--- src/rtl/instr_queue.sv ---
// ---------------------------------------------------------------------------
// instr_queue
//   Circular instruction queue that sits between fetch and dispatch. Fetch
//   pushes {instr, PC, nPC} at the tail. Dispatch sees the head entry
//   combinationally and pops it when dispatch_ready is high. A pipeline
//   redirect (from_pipeline_take_resolved) empties the queue on the next
//   edge. Stored entry contents are left untouched by a redirect.
//
// Parameters
//   IQ_DEPTH      number of entries (power of two, >= 2)
//   LOG_IQ_DEPTH  log2(IQ_DEPTH)
//
// Ports
//   CLK                          clock, all state updates on the rising edge
//   nRST                         asynchronous active-low reset
//   from_fetch_ivalid            fetch presents an instruction this cycle
//   from_fetch_instr/PC/nPC      fetched instruction, its PC, predicted next PC
//   from_pipeline_take_resolved  redirect: flush the whole queue
//   dispatch_ready               dispatch consumes the head entry this cycle
//   to_dispatch_valid            head entry is valid
//   to_dispatch_instr/PC/nPC     fields of the head entry
//   iq_full                      queue holds IQ_DEPTH entries (fetch stall)
//   iq_count                     current occupancy
// ---------------------------------------------------------------------------
module instr_queue #(
  parameter int IQ_DEPTH     = 4,
  parameter int LOG_IQ_DEPTH = 2
) (
  input  logic                    CLK,
  input  logic                    nRST,
  input  logic                    from_fetch_ivalid,
  input  logic [31:0]             from_fetch_instr,
  input  logic [13:0]             from_fetch_PC,
  input  logic [13:0]             from_fetch_nPC,
  input  logic                    from_pipeline_take_resolved,
  input  logic                    dispatch_ready,
  output logic                    to_dispatch_valid,
  output logic [31:0]             to_dispatch_instr,
  output logic [13:0]             to_dispatch_PC,
  output logic [13:0]             to_dispatch_nPC,
  output logic                    iq_full,
  output logic [LOG_IQ_DEPTH:0]   iq_count
);

  typedef logic [31:0] word_t;
  typedef logic [13:0] pc_t;

  localparam logic [LOG_IQ_DEPTH-1:0] PTR_ONE  = LOG_IQ_DEPTH'(1);
  localparam logic [LOG_IQ_DEPTH:0]   CNT_ONE  = (LOG_IQ_DEPTH + 1)'(1);
  localparam logic [LOG_IQ_DEPTH:0]   CNT_FULL = (LOG_IQ_DEPTH + 1)'(IQ_DEPTH);

  word_t                   instr_mem [IQ_DEPTH];
  pc_t                     pc_mem    [IQ_DEPTH];
  pc_t                     npc_mem   [IQ_DEPTH];
  logic [LOG_IQ_DEPTH-1:0] head;
  logic [LOG_IQ_DEPTH-1:0] tail;
  logic [LOG_IQ_DEPTH:0]   count;
  logic                    enq;
  logic                    deq;
  logic                    flush;

  // Flush overrides both enqueue and dequeue. Full and valid come from
  // registered count only, so the fetch stall never depends on dispatch_ready.
  assign flush             = from_pipeline_take_resolved;
  assign iq_full           = (count == CNT_FULL);
  assign to_dispatch_valid = (count != '0);
  assign enq               = from_fetch_ivalid & ~iq_full & ~flush;
  assign deq               = to_dispatch_valid & dispatch_ready & ~flush;

  assign iq_count          = count;
  assign to_dispatch_instr = instr_mem[head];
  assign to_dispatch_PC    = pc_mem[head];
  assign to_dispatch_nPC   = npc_mem[head];

  // Pointers wrap by natural overflow of their LOG_IQ_DEPTH-bit width.
  always_ff @(posedge CLK or negedge nRST) begin
    if (!nRST) begin
      head  <= '0;
      tail  <= '0;
      count <= '0;
    end else if (flush) begin
      head  <= '0;
      tail  <= '0;
      count <= '0;
    end else begin
      if (enq) tail <= tail + PTR_ONE;
      if (deq) head <= head + PTR_ONE;
      case ({enq, deq})
        2'b10:   count <= count + CNT_ONE;
        2'b01:   count <= count - CNT_ONE;
        default: count <= count;
      endcase
    end
  end

  // Entry storage clears only on reset; a flush just rewinds the pointers.
  always_ff @(posedge CLK or negedge nRST) begin
    if (!nRST) begin
      for (int i = 0; i < IQ_DEPTH; i++) begin
        instr_mem[i] <= '0;
        pc_mem[i]    <= '0;
        npc_mem[i]   <= '0;
      end
    end else if (enq) begin
      instr_mem[tail] <= from_fetch_instr;
      pc_mem[tail]    <= from_fetch_PC;
      npc_mem[tail]   <= from_fetch_nPC;
    end
  end

endmodule

--- config.mk ---
export PLATFORM = sky130hd
export DESIGN_NAME = instr_queue
export DESIGN_NICKNAME = d
export VERILOG_FILES = /design/src/rtl/instr_queue.sv
export SDC_FILE = /design/constraint.sdc
export NUM_CORES = 1
export LEC_CHECK = 0
export BUFFER_PORTS_ARGS = -buffer_cell sky130_fd_sc_hd__buf_2
export CORE_UTILIZATION = 63
export DETAILED_ROUTE_END_ITERATION = 10
export GPL_ROUTABILITY_DRIVEN = 1
export PLACE_DENSITY = 0.94
export REMOVE_ABC_BUFFERS = 1
export SYNTH_ARGS = -nofsm -noshare
export SYNTH_HDL_FRONTEND = slang
export SYNTH_SLANG_ARGS = --single-unit
--- constraint.sdc ---
create_clock -name CLK -period 3.5 [get_ports CLK]
set_input_delay 0.7 -clock CLK [delete_from_list [all_inputs] [get_ports CLK]]
set_output_delay 0.7 -clock CLK [all_outputs]
set_load 0.005 [all_outputs]
# --- Yosys cells after proc, flatten, opt, wreduce, memory -nomap -nowiden ---
# Cells that the tools add are included.
op_classes:
  add_sub_neg: 4
  magnitude_cmp: 3
  n_eq_ne: 3
  mux: 22
  n_bitwise: 8
  n_reduce_logical: 5
op_table:
  columns: ["cell", "count"]
  rows:
  - ["$bwmux 128", 1]
  - ["$bwmux 56", 2]
  - ["$mux 32", 3]
  - ["$mux 14", 5]
  - ["$bmux 32 s2", 1]
  - ["$demux 32 s2", 1]
  - ["$bmux 14 s2", 2]
  - ["$demux 14 s2", 1]
  - ["$mux 2", 4]
  - ["$ge 3x3->1 const B", 2]
  - ["$not 2->3", 2]
  - ["$pmux 3 s2", 1]
  - ["$reduce_bool 3->1", 2]
  - ["$add 2x1->2 const B", 2]
  - ["$and 1x1->1", 4]
  - ["$reduce_bool 2->1", 2]
  - ["$add 3x1->3 const B", 1]
  - ["$eq 3x3->1 const B", 1]
  - ["$lt 3x1->1 const B", 1]
  - ["$mux 3", 1]
  - ["$sub 3x1->3 const B", 1]
  - ["$eq 2x1->1 const B", 1]
  - ["$eq 2x2->1 const B", 1]
  - ["$not 1->1", 2]
  - ["$logic_and 1x1->1", 1]
word_totals:
  reg_bits: 247
  in_bits: 65
  output_inout_bits: 65
  word_cells: 60

# --- Longest topological paths before layout ---
# Gate-level depths: netlist (run 1).
logic_depth:
  depth_word: 7
  depth_mapped: 7
  depth_no_buf: 6

# --- Worst setup path before layout (run 1) ---
# OpenSTA, ideal clock, no wires.
synth_path:
  kind: "flip-flop to output port"
  from: "register head[0]"
  to: "output port to_dispatch_PC[0]"
  arrival_time_ps: 1423
  required_ps: 2800
  slack_ps: 1377
  path_stages_with_launch: 4
  path_buffers: 2
  path_cell_list: "dfrtp_1 clkbuf_1 buf_2 mux4_2"
synth_via:
  elab_chain_cells: 4
synth_rtl:
  columns: ["item", "line_no", "rtl"]
  rows:
  - ["start: declaration", "55", "logic [LOG_IQ_DEPTH-1:0] head;"]
  - ["start signal: assignment", "87", "if (deq) head <= head + PTR_ONE;"]
  - ["$not 2->3 (not written as such)", "72", "assign to_dispatch_PC = pc_mem[head];"]
  - ["$bmux 14 s2", "72", null]
  - ["$mux 14 (not written as such) (2 in a row)", "72", null]
  - ["end: declaration", "39", "output logic [13:0] to_dispatch_PC,"]
# Every way passes these cells. The select of a mux whose other input is x is not followed.

# --- Worst setup path after layout (run 1) ---
layout_path:
  from: "register head[0]"
  to: "output port to_dispatch_instr[6]"
layout_via:
  elab_chain_cells: 4
layout_rtl:
  columns: ["item", "line_no", "rtl"]
  rows:
  - ["$not 2->3 (not written as such)", "71", "assign to_dispatch_instr = instr_mem[head];"]
  - ["$bmux 32 s2", "71", null]
  - ["$mux 32 (not written as such) (2 in a row)", "71", null]
  - ["end: declaration", "38", "output logic [31:0] to_dispatch_instr,"]
# Every way passes these cells. The select of a mux whose other input is x is not followed.

==> results of run 1 <==
[worst paths after layout]
check | start | end | slack [ns] | depth (start not counted)
setup / recovery | head[0]$_DFFE_PN0P_ | to_dispatch_instr[6] | 0.52 | 3
min in group CLK | from_fetch_PC[12] | pc_mem[26]$_DFFE_PN0P_ | 0.47 | 2
hold / removal | nRST | pc_mem[0]$_DFFE_PN0P_ | 0.21 | 1
hold reg to reg | instr_mem[17]$_DFFE_PN0P_ | instr_mem[17]$_DFFE_PN0P_ | 0.50 | 1
max in group asynchronous | nRST | pc_mem[24]$_DFFE_PN0P_ | 2.36 | 2
setup reg to reg | iq_count[0]$_DFFE_PN0P_ | pc_mem[14]$_DFFE_PN0P_ | 1.18 | 5
[cell usage in the layout, fill, tap and decap left out, types with 4 or more instances in the layout]
| cell type | count |
|---|---|
| buf_2 | 128 |
| nand2_4 | 4 |
| clkinv_2 | 4 |
| inv_1 | 4 |
| nor2_1 | 8 |
| mux4_2 | 60 |
| mux2_4 | 22 |
| buf_12 | 7 |
| clkbuf_1 | 9 |
| diode_2 | 4 |
| dfrtp_1 | 245 |
| ha_1 | 4 |
| mux2_2 | 218 |
| clkbuf_16 | 25 |
[cell families after synthesis]
logic type	Yosys count	share of synthesized area (%)
XOR/XNOR	4	0.317
flip-flops	247	56.0
buffers and inverters	46	3.31
AO/OA/AOI/OAI	10	0.589
multiplexers	301	37.5
adder cells (fa/ha/maj)	5	0.635
AND/OR/NAND/NOR	28	1.63
[sequential cells by signal, summed over array words and instances, names as in the netlist]
name	count
head	2
pc_mem	56
iq_count	3
npc_mem	56
instr_mem	128
tail	2
[power by group]
group,total (uW),leakage [uW],internal (uW),switching (uW)
logic,2710,0.00237,1740,968
registers,4580,0.00309,3950,635
clock network,2640,0.000398,1600,1040
total,9940,0.00586,7290,2650
[metal layers]
layer / routed length (um) / track usage, %
met5: 12 / 0
met4: 499 / 8.30
met3: 1380 / 5.82
met2: 11900 / 45.5
met1: 9160 / 34.4
[area by class of cell]
| class | instances | area, um^2 | area share (%) |
|---|---|---|---|
| sequential | 247 | 6190 | 49.0 |
| multi-input combinational | 348 | 4500 | 35.6 |
| timing repair buffer | 139 | 818 | 6.48 |
| clock buffer | 37 | 701 | 5.55 |
| tap | 225 | 282 | 2.23 |
| clock inverter | 7 | 110 | 0.873 |
| inverter | 4 | 15.0 | 0.119 |
| antenna | 4 | 10.0 | 0.0793 |
[stage by stage]
| stage | area (um^2) | power, uW | cells | util [%] |
|---|---|---|---|---|
| 2_1_floorplan | 10700 | 6260 | 599 | - |
| 3_3_place_gp | 11800 | 7010 | 963 | 68.7 |
| 3_5_place_dp | 11800 | 7320 | 963 | 68.7 |
| 4_1_cts | 12600 | 10000 | 1007 | 73.4 |
| 5_1_grt | 12600 | 10400 | 1009 | 73.4 |
| 6_report | 12600 | 9940 | 1011 | 73.5 |
[critical path, stage by stage (launching register included)]
cell     delay, ns
dfrtp_4       0.66
buf_4         0.39
mux4_2        0.57
buf_2         0.15
==> key figures, run 1 <==
STA
  • RSZ-0062 raised after global routing: false
  • Slew Limit Headroom: 54.4%
  • Worst slew pin tran: 0.684 ns
  • Clk_skew: 0.00654 ns
  • Final Slew Violations: 0
  • Final Hold Viols: 0
  • Smallest hold slack: 0.209 ns
  • Final WS setup: 0.523 ns
  • Fin crit share: 85.1%
  • Final setup fails: 0
  • Final min period: 2.98 ns
  • Setup TNS: 0 ns
  • Max Fclk: 336 MHz

Setup path
  • Crit end category: output port
  • Worst Path Max Fanout: 17
  • CP startpoint kind: register
  • Critical Path RT: 2.80 ns
  • Setup CP Type: register to output port
  • Worst EP arrival: 2.28 ns

Clocking
  • Post-CTS Setup Bufs: 0
  • CTS Hold Buffers Added: 0
  • H-tree lvl count: 1
  • Clk Latency, worst-skew pair: 0.51 ns
  • Worst-path clk slew: 0.06 ns
  • Cts bufs inserted: 25
  • CTS tree: yes
  • Post-CTS sizing: 0
  • Clock Sinks: 247
  • CTS Buffer Depth: 3
  • Clk root buf: clkbuf_16

Synth
  • Post-Synthesis Mean Instance Area: 17.2 um^2
  • Synth cell types: 33
  • Yosys warnings: 0
  • Post-synth top area share: 56.0%
  • FF+latch count, synth: 247
  • Synth area leader: dfrtp_1
  • Top cells by count, synth: dfrtp_1, mux2_2, mux4_2
  • Mapped Area: 11000 um^2
  • Main flop type after synthesis: dfrtp_1
  • Cells after synthesis: 641
  • Sequential area share after synthesis: 56.0%
  • Top-count cell post-synth: dfrtp_1
  • Post-synth EDFFs: 0
  • Asr flop ratio synth: 100%
  • Largest cells by area after synthesis: dfrtp_1, mux2_2, mux4_2, mux2_4, buf_6

Die
  • Chip width: 134 um
  • Std-Cell Rows: 48
  • # IOs: 130
  • Effective utilization at floorplan: 64.3%
  • DIE AREA: 18100 um^2
  • Core box area: 17200 um^2
  • Vert. Die Dim: 134 um

Drt
  • Vias: 6191
  • Routed length per instance: 22.7 um
  • Final ANT Viol Nets: 0
  • Routed WL: 22900 um
  • Vias/cell: 6.12
  • Drt drc: 0
  • DR pass1 iterations: 4
  • Initial DRC Count: 371

Run
  • Total of max-cap violations: 0

Placement
  • DP Wirelength: 14800 um
  • GPL Wtd Cong: 0.766
  • IO Port Bufs: 129
  • Post-place setup slack: 0.827 ns

GRT
  • GRT Resource Usage Total: 26.7%
  • Global-route wire length before repair: 37000 um
  • Largest net degree at the start of global routing: 102
  • Congestion Overflow GR: 0
  • Antenna violations before repair: 6
  • Vias in the first global route: 6931

Finish
  • Final net count: 835
  • Layout cells sized above 1: 61.8%
  • Fillers: 1022
  • Area growth syn-to-layout: 14.3%

Hold path
  • Hold Path Class: input port to async pin

Pwr
  • Leakage: 0.00586 uW
  • Pwr dens: 787 nW/um^2
  • VDD IR max: 0.462 mV

Run status
  • Status: complete, no violations
No activity file was read; power rests on OpenSTA's default activity.
==> run 2, diff against run 1 <==
--- a/config.mk
+++ b/config.mk
@@ -6,10 +6,10 @@
 export NUM_CORES = 1
 export LEC_CHECK = 0
 export BUFFER_PORTS_ARGS = -buffer_cell sky130_fd_sc_hd__buf_2
-export CORE_UTILIZATION = 63
+export CORE_UTILIZATION = 40
 export DETAILED_ROUTE_END_ITERATION = 10
 export GPL_ROUTABILITY_DRIVEN = 1
-export PLACE_DENSITY = 0.94
+export PLACE_DENSITY = 0.67
 export REMOVE_ABC_BUFFERS = 1
 export SYNTH_ARGS = -nofsm -noshare
 export SYNTH_HDL_FRONTEND = slang
==> key figures, run 2 (synthesis gave the netlist of run 1 again) <==
GRT
  • Vias in the first global route: 6456
  • Global-route wire length before repair: 35300 um
  • Antenna violations before repair: 1
  • GRT Resource Usage Total: 15.7%
  • Largest net degree at the start of global routing: 93
  • Congestion Overflow GR: 0

Clocking
  • Worst-path clk slew: 0.06 ns
  • Clock Sinks: 247
  • Clk root buf: clkbuf_16
  • H-tree lvl count: 1
  • CTS tree: yes
  • CTS Buffer Depth: 3
  • Post-CTS sizing: 0
  • Clk Latency, worst-skew pair: 0.52 ns
  • Post-CTS Setup Bufs: 0
  • Cts bufs inserted: 27
  • CTS Hold Buffers Added: 0

STA
  • Fin crit share: 85.8%
  • Final min period: 3.00 ns
  • Setup TNS: 0 ns
  • Final Hold Viols: 0
  • RSZ-0062 raised after global routing: false
  • Final setup fails: 0
  • Slew Limit Headroom: 51.9%
  • Final Slew Violations: 0
  • Worst slew pin tran: 0.721 ns
  • Clk_skew: 0.0141 ns
  • Max Fclk: 333 MHz

Drt
  • Initial DRC Count: 251
  • Routed length per instance: 18.7 um
  • Drt drc: 0
  • Final ANT Viol Nets: 0
  • Vias: 5932
  • Routed WL: 21100 um
  • DR pass1 iterations: 4
  • Vias/cell: 5.26

Placement
  • DP Wirelength: 13200 um
  • IO Port Bufs: 129
  • Placed cells: 1082
  • GPL Wtd Cong: 0.720
  • Area post-placement: 12000 um^2

Finish
  • Final net count: 840
  • Most flop-heavy register: instr_mem
  • Largest register FFs: 128
  • Most common cell after layout, fill and taps aside: dfrtp_1
  • Cell Count, Final, Fillers Out: 1127
  • Finished Cell Area: 12800 um^2
  • Layout cells sized above 1: 62.2%
  • Fillers: 2365
  • Largest registers: instr_mem (128), npc_mem (56), pc_mem (56)
  • Area growth syn-to-layout: 16.0%
  • Antenna diode count: 0
  • Most frequent cells in the layout: dfrtp_1, mux2_2, buf_2

Setup path
  • Reg2reg start: iq_count[0]$_DFFE_PN0P_
  • Crit end category: output port
  • CP startpoint kind: register
  • Worst EP arrival: 2.30 ns
  • R2r setup slk: 1.25 ns
  • Worst Path Max Fanout: 36
  • Reg-to-Reg End: npc_mem[27]$_DFFE_PN0P_
  • Critical Path RT: 2.80 ns
  • Setup CP Type: register to output port
  • Worst reg2reg path depth: 5

Die
  • # IOs: 130
  • Std-Cell Rows: 60
  • Effective utilization at floorplan: 40.9%
  • DIE AREA: 28300 um^2
  • Core box area: 27000 um^2
  • Vert. Die Dim: 168 um
  • Chip width: 168 um

Pwr
  • Pwr dens: 767 nW/um^2
  • Leakage: 0.00589 uW
  • VDD IR max: 0.397 mV

Hold path
  • Hold Path Class: input port to async pin

Run status
  • Status: complete, no violations

Run
  • Total of max-cap violations: 0
-- run 2: changes by cell type in the layout (fill, tap and decap cells not counted), sizes merged --
cell | before | now
buf | 139 | 142
bufinv | 3 | 2
clkbuf | 37 | 38
clkinv | 4 | 5
diode | 4 | 0
-- run 2: cell type report --
type                    count  area, um^2  area share, %
flip-flops and latches    247        6190           48.3
clock inverters             7        88.8          0.693
multi-input cells         348        4500           35.1
clock buffers              38         757           5.91
repair buffers            142         841           6.56
well taps                 341         427           3.33
inverters                   4        15.0          0.117
-- run 2: worst max-delay path by stage --
stage                         from                      to  cells past startpoint
2_1_floorplan  head[0]$_DFFE_PN0P_       to_dispatch_PC[0]                      1
3_3_place_gp     from_fetch_ivalid  pc_mem[17]$_DFFE_PN0P_                      6
3_5_place_dp     from_fetch_ivalid  pc_mem[17]$_DFFE_PN0P_                      6
4_1_cts        head[0]$_DFFE_PN0P_       to_dispatch_PC[0]                      3
5_1_grt        head[0]$_DFFE_PN0P_       to_dispatch_PC[6]                      3
6_report       head[0]$_DFFE_PN0P_       to_dispatch_PC[0]                      3
-- run 2: critical path: stages, from the launching register on --
cell	delay, ns
dfrtp_4	0.67
buf_12	0.34
mux4_2	0.58
buf_2	0.15
-- run 2: report_power, final --
group | total [uW] | switching [uW] | internal (uW)
Sequential | 4490 | 543 | 3950
Combinational | 2610 | 875 | 1740
Clock | 2720 | 1090 | 1640
Total | 9830 | 2500 | 7320
-- run 2: through the flow --
stage | hold slack, ns | util, % | setup WS, ns | total power [uW]
3_5_place_dp | 0.487 | 44.3 | 0.874 | 7200
6_report | 0.209 | 47.4 | 0.498 | 9830
5_1_grt | 0.237 | 47.4 | 0.345 | 10400
4_1_cts | 0.217 | 47.4 | 0.418 | 9980
3_3_place_gp | 0.481 | 44.3 | 0.945 | 7100
2_1_floorplan | 0.404 | - | -0.311 | 6260
-- run 2: layer usage --
metal,part of all wire (%),vias to the layer above,track usage (%)
li1,-,2646,-
met1,45,3135,21.6
met2,48,116,25.6
met3,4.8,33,3.36
met4,2.0,2,3.40
met5,0.047,-,0
==> run 3, diff against run 2 <==
--- a/config.mk
+++ b/config.mk
@@ -9,6 +9,7 @@
 export CORE_UTILIZATION = 40
 export DETAILED_ROUTE_END_ITERATION = 10
 export GPL_ROUTABILITY_DRIVEN = 1
+export HOLD_SLACK_MARGIN = 0.08
 export PLACE_DENSITY = 0.67
 export REMOVE_ABC_BUFFERS = 1
 export SYNTH_ARGS = -nofsm -noshare
==> constraint.sdc (replaced) <==
create_clock -name CLK -period 3.5 [get_ports CLK]
set_input_delay 0.7 -clock CLK [delete_from_list [all_inputs] [get_ports CLK]]
set_output_delay 0.7 -clock CLK [all_outputs]
set_load 0.01 [all_outputs]
==> key figures, run 3 (synthesis gave the netlist of run 1 again) <==
Run status
  • Status: complete, no violations

Setup path
  • Worst EP arrival: 2.28 ns
  • Reg2reg start: iq_count[0]$_DFFE_PN0P_
  • Crit end category: output port
  • Worst stage delay on the critical path: 0.64 ns
  • CP max stage cell: dfrtp_4
  • CP startpoint kind: register
  • Crit path cell chain: buf_12 -> mux4_2 -> buf_2
  • Critical Path RT: 2.80 ns
  • CP Buf/Inv Count: 2
  • Worst reg2reg path depth: 5
  • CP top delay family: flip-flops
  • Worst Path Max Fanout: 38
  • Setup CP Type: register to output port
  • Reg-to-Reg End: npc_mem[12]$_DFFE_PN0P_
  • R2r setup slk: 1.26 ns

Finish
  • Most frequent cells in the layout: dfrtp_1, mux2_2, buf_2
  • Final net count: 842
  • Cell Count, Final, Fillers Out: 1132
  • Layout cells sized above 1: 62.6%
  • Largest registers: instr_mem (128), npc_mem (56), pc_mem (56)
  • Antenna diode count: 0
  • Largest register FFs: 128
  • Multi-input logic area: 4500 um^2
  • Sequential cell area: 6190 um^2
  • Most common cell after layout, fill and taps aside: dfrtp_1
  • Fillers: 2380
  • Most flop-heavy register: instr_mem
  • Area growth syn-to-layout: 16.1%

Clocking
  • Worst-path clk slew: 0.06 ns
  • CTS Buffer Depth: 3
  • H-tree lvl count: 1
  • Post-CTS Setup Bufs: 0
  • Clk root buf: clkbuf_16
  • Post-CTS sizing: 0
  • Clock Sinks: 247
  • Clk Latency, worst-skew pair: 0.52 ns
  • CTS tree: yes
  • CTS Hold Buffers Added: 0
  • Cts bufs inserted: 26

STA
  • RSZ-0062 raised after global routing: false
  • Slew Limit Headroom: 53.4%
  • Final setup fails: 0
  • Smallest hold slack: 0.178 ns
  • Final min period: 2.98 ns
  • Fin crit share: 85.2%
  • Clk_skew: 0.0194 ns
  • Final Hold Viols: 0
  • Final Slew Violations: 0
  • Worst slew pin tran: 0.700 ns
  • Final WS setup: 0.518 ns
  • Max Fclk: 335 MHz

Die
  • Core box area: 27000 um^2
  • Chip width: 168 um
  • Vert. Die Dim: 168 um
  • DIE AREA: 28300 um^2
  • Effective utilization at floorplan: 40.9%
  • # IOs: 130
  • Std-Cell Rows: 60

Pwr
  • Sw frac: 26.4%
  • Logic pwr share: 27.6%
  • Switching power: 2640 uW
  • Int Pwr: 7360 uW
  • VDD IR max: 0.491 mV
  • Sequential fraction of design power: 44.9%
  • Pwr dens: 780 nW/um^2
  • Leakage: 0.00591 uW
  • Clock share of power: 27.5%

Drt
  • Initial DRC Count: 175
  • Final ANT Viol Nets: 0
  • Routed WL: 21400 um
  • Vias/cell: 5.27
  • DR pass1 iterations: 4
  • Routed length per instance: 18.9 um
  • Vias: 5961
  • Drt drc: 0

GRT
  • Vias in the first global route: 6332
  • Antenna violations before repair: 2
  • GRT Resource Usage Total: 15.7%
  • Largest net degree at the start of global routing: 93
  • Global-route wire length before repair: 35100 um
  • Congestion Overflow GR: 0

Placement
  • GPL Wtd Cong: 0.741
  • DP Wirelength: 13200 um
  • IO Port Bufs: 129
  • Post-place setup slack: 0.895 ns
  • Placed cells: 1085

Hold path
  • Hold Path Class: input port to async pin

Run
  • Total of max-cap violations: 0
## run 3: cell types whose count changed in the layout (fill, tap and decap cells not counted), sizes merged
cell	change
buf	+3
clkbuf	+4
bufinv	-1
clkinv	-1
## run 3: metrics by stage
| step | setup TNS (ns) | instance area, um^2 | util, % | total power [uW] |
|---|---|---|---|---|
| after detailed placement | 0 | 12000 | 44.2 | 7350 |
| after global routing | 0 | 12800 | 47.4 | 10600 |
| after floorplan | -20.33 | 10700 | - | 6420 |
| after global placement | 0 | 12000 | 44.2 | 7250 |
| after CTS | 0 | 12800 | 47.4 | 10200 |
| final | 0 | 12800 | 47.4 | 10000 |
## run 3: layout make-up
class                      instances  area share (%)
timing repair buffer             145            6.44
sequential                       247            48.2
clock buffer                      42            6.41
inverter                           4           0.117
multi-input combinational        348            35.1
tap                              341            3.33
clock inverter                     5           0.390
## run 3: how the worst max path moves through the flow
stage	from	endpoint	slack, ns	cells past startpoint
final	head[0]$_DFFE_PN0P_	to_dispatch_instr[30]	0.52	3
after floorplan	head[0]$_DFFE_PN0P_	to_dispatch_PC[0]	-0.34	1
after global routing	head[0]$_DFFE_PN0P_	to_dispatch_instr[30]	0.36	3
after CTS	head[0]$_DFFE_PN0P_	to_dispatch_nPC[11]	0.43	3
after global placement	from_fetch_ivalid	npc_mem[12]$_DFFE_PN0P_	0.94	6
after detailed placement	from_fetch_ivalid	npc_mem[12]$_DFFE_PN0P_	0.90	6
## run 3: power groups by stage
stage	registers, uW	logic, uW	clock network [uW]
floorplan	4410	2010	0
global placement	4500	2750	0
detailed placement	4530	2820	0
CTS	4490	2820	2840
global route	4630	3010	2960
finish	4490	2760	2750
## run 3: routing by layer
layer / vias to the layer above / GRT usage, % / routed length (um)
li1: 2653 / - / -
met1: 3150 / 22.0 / 9930
met2: 121 / 25.3 / 10000
met3: 33 / 3.24 / 976
met4: 4 / 3.40 / 395
met5: - / 0 / 23
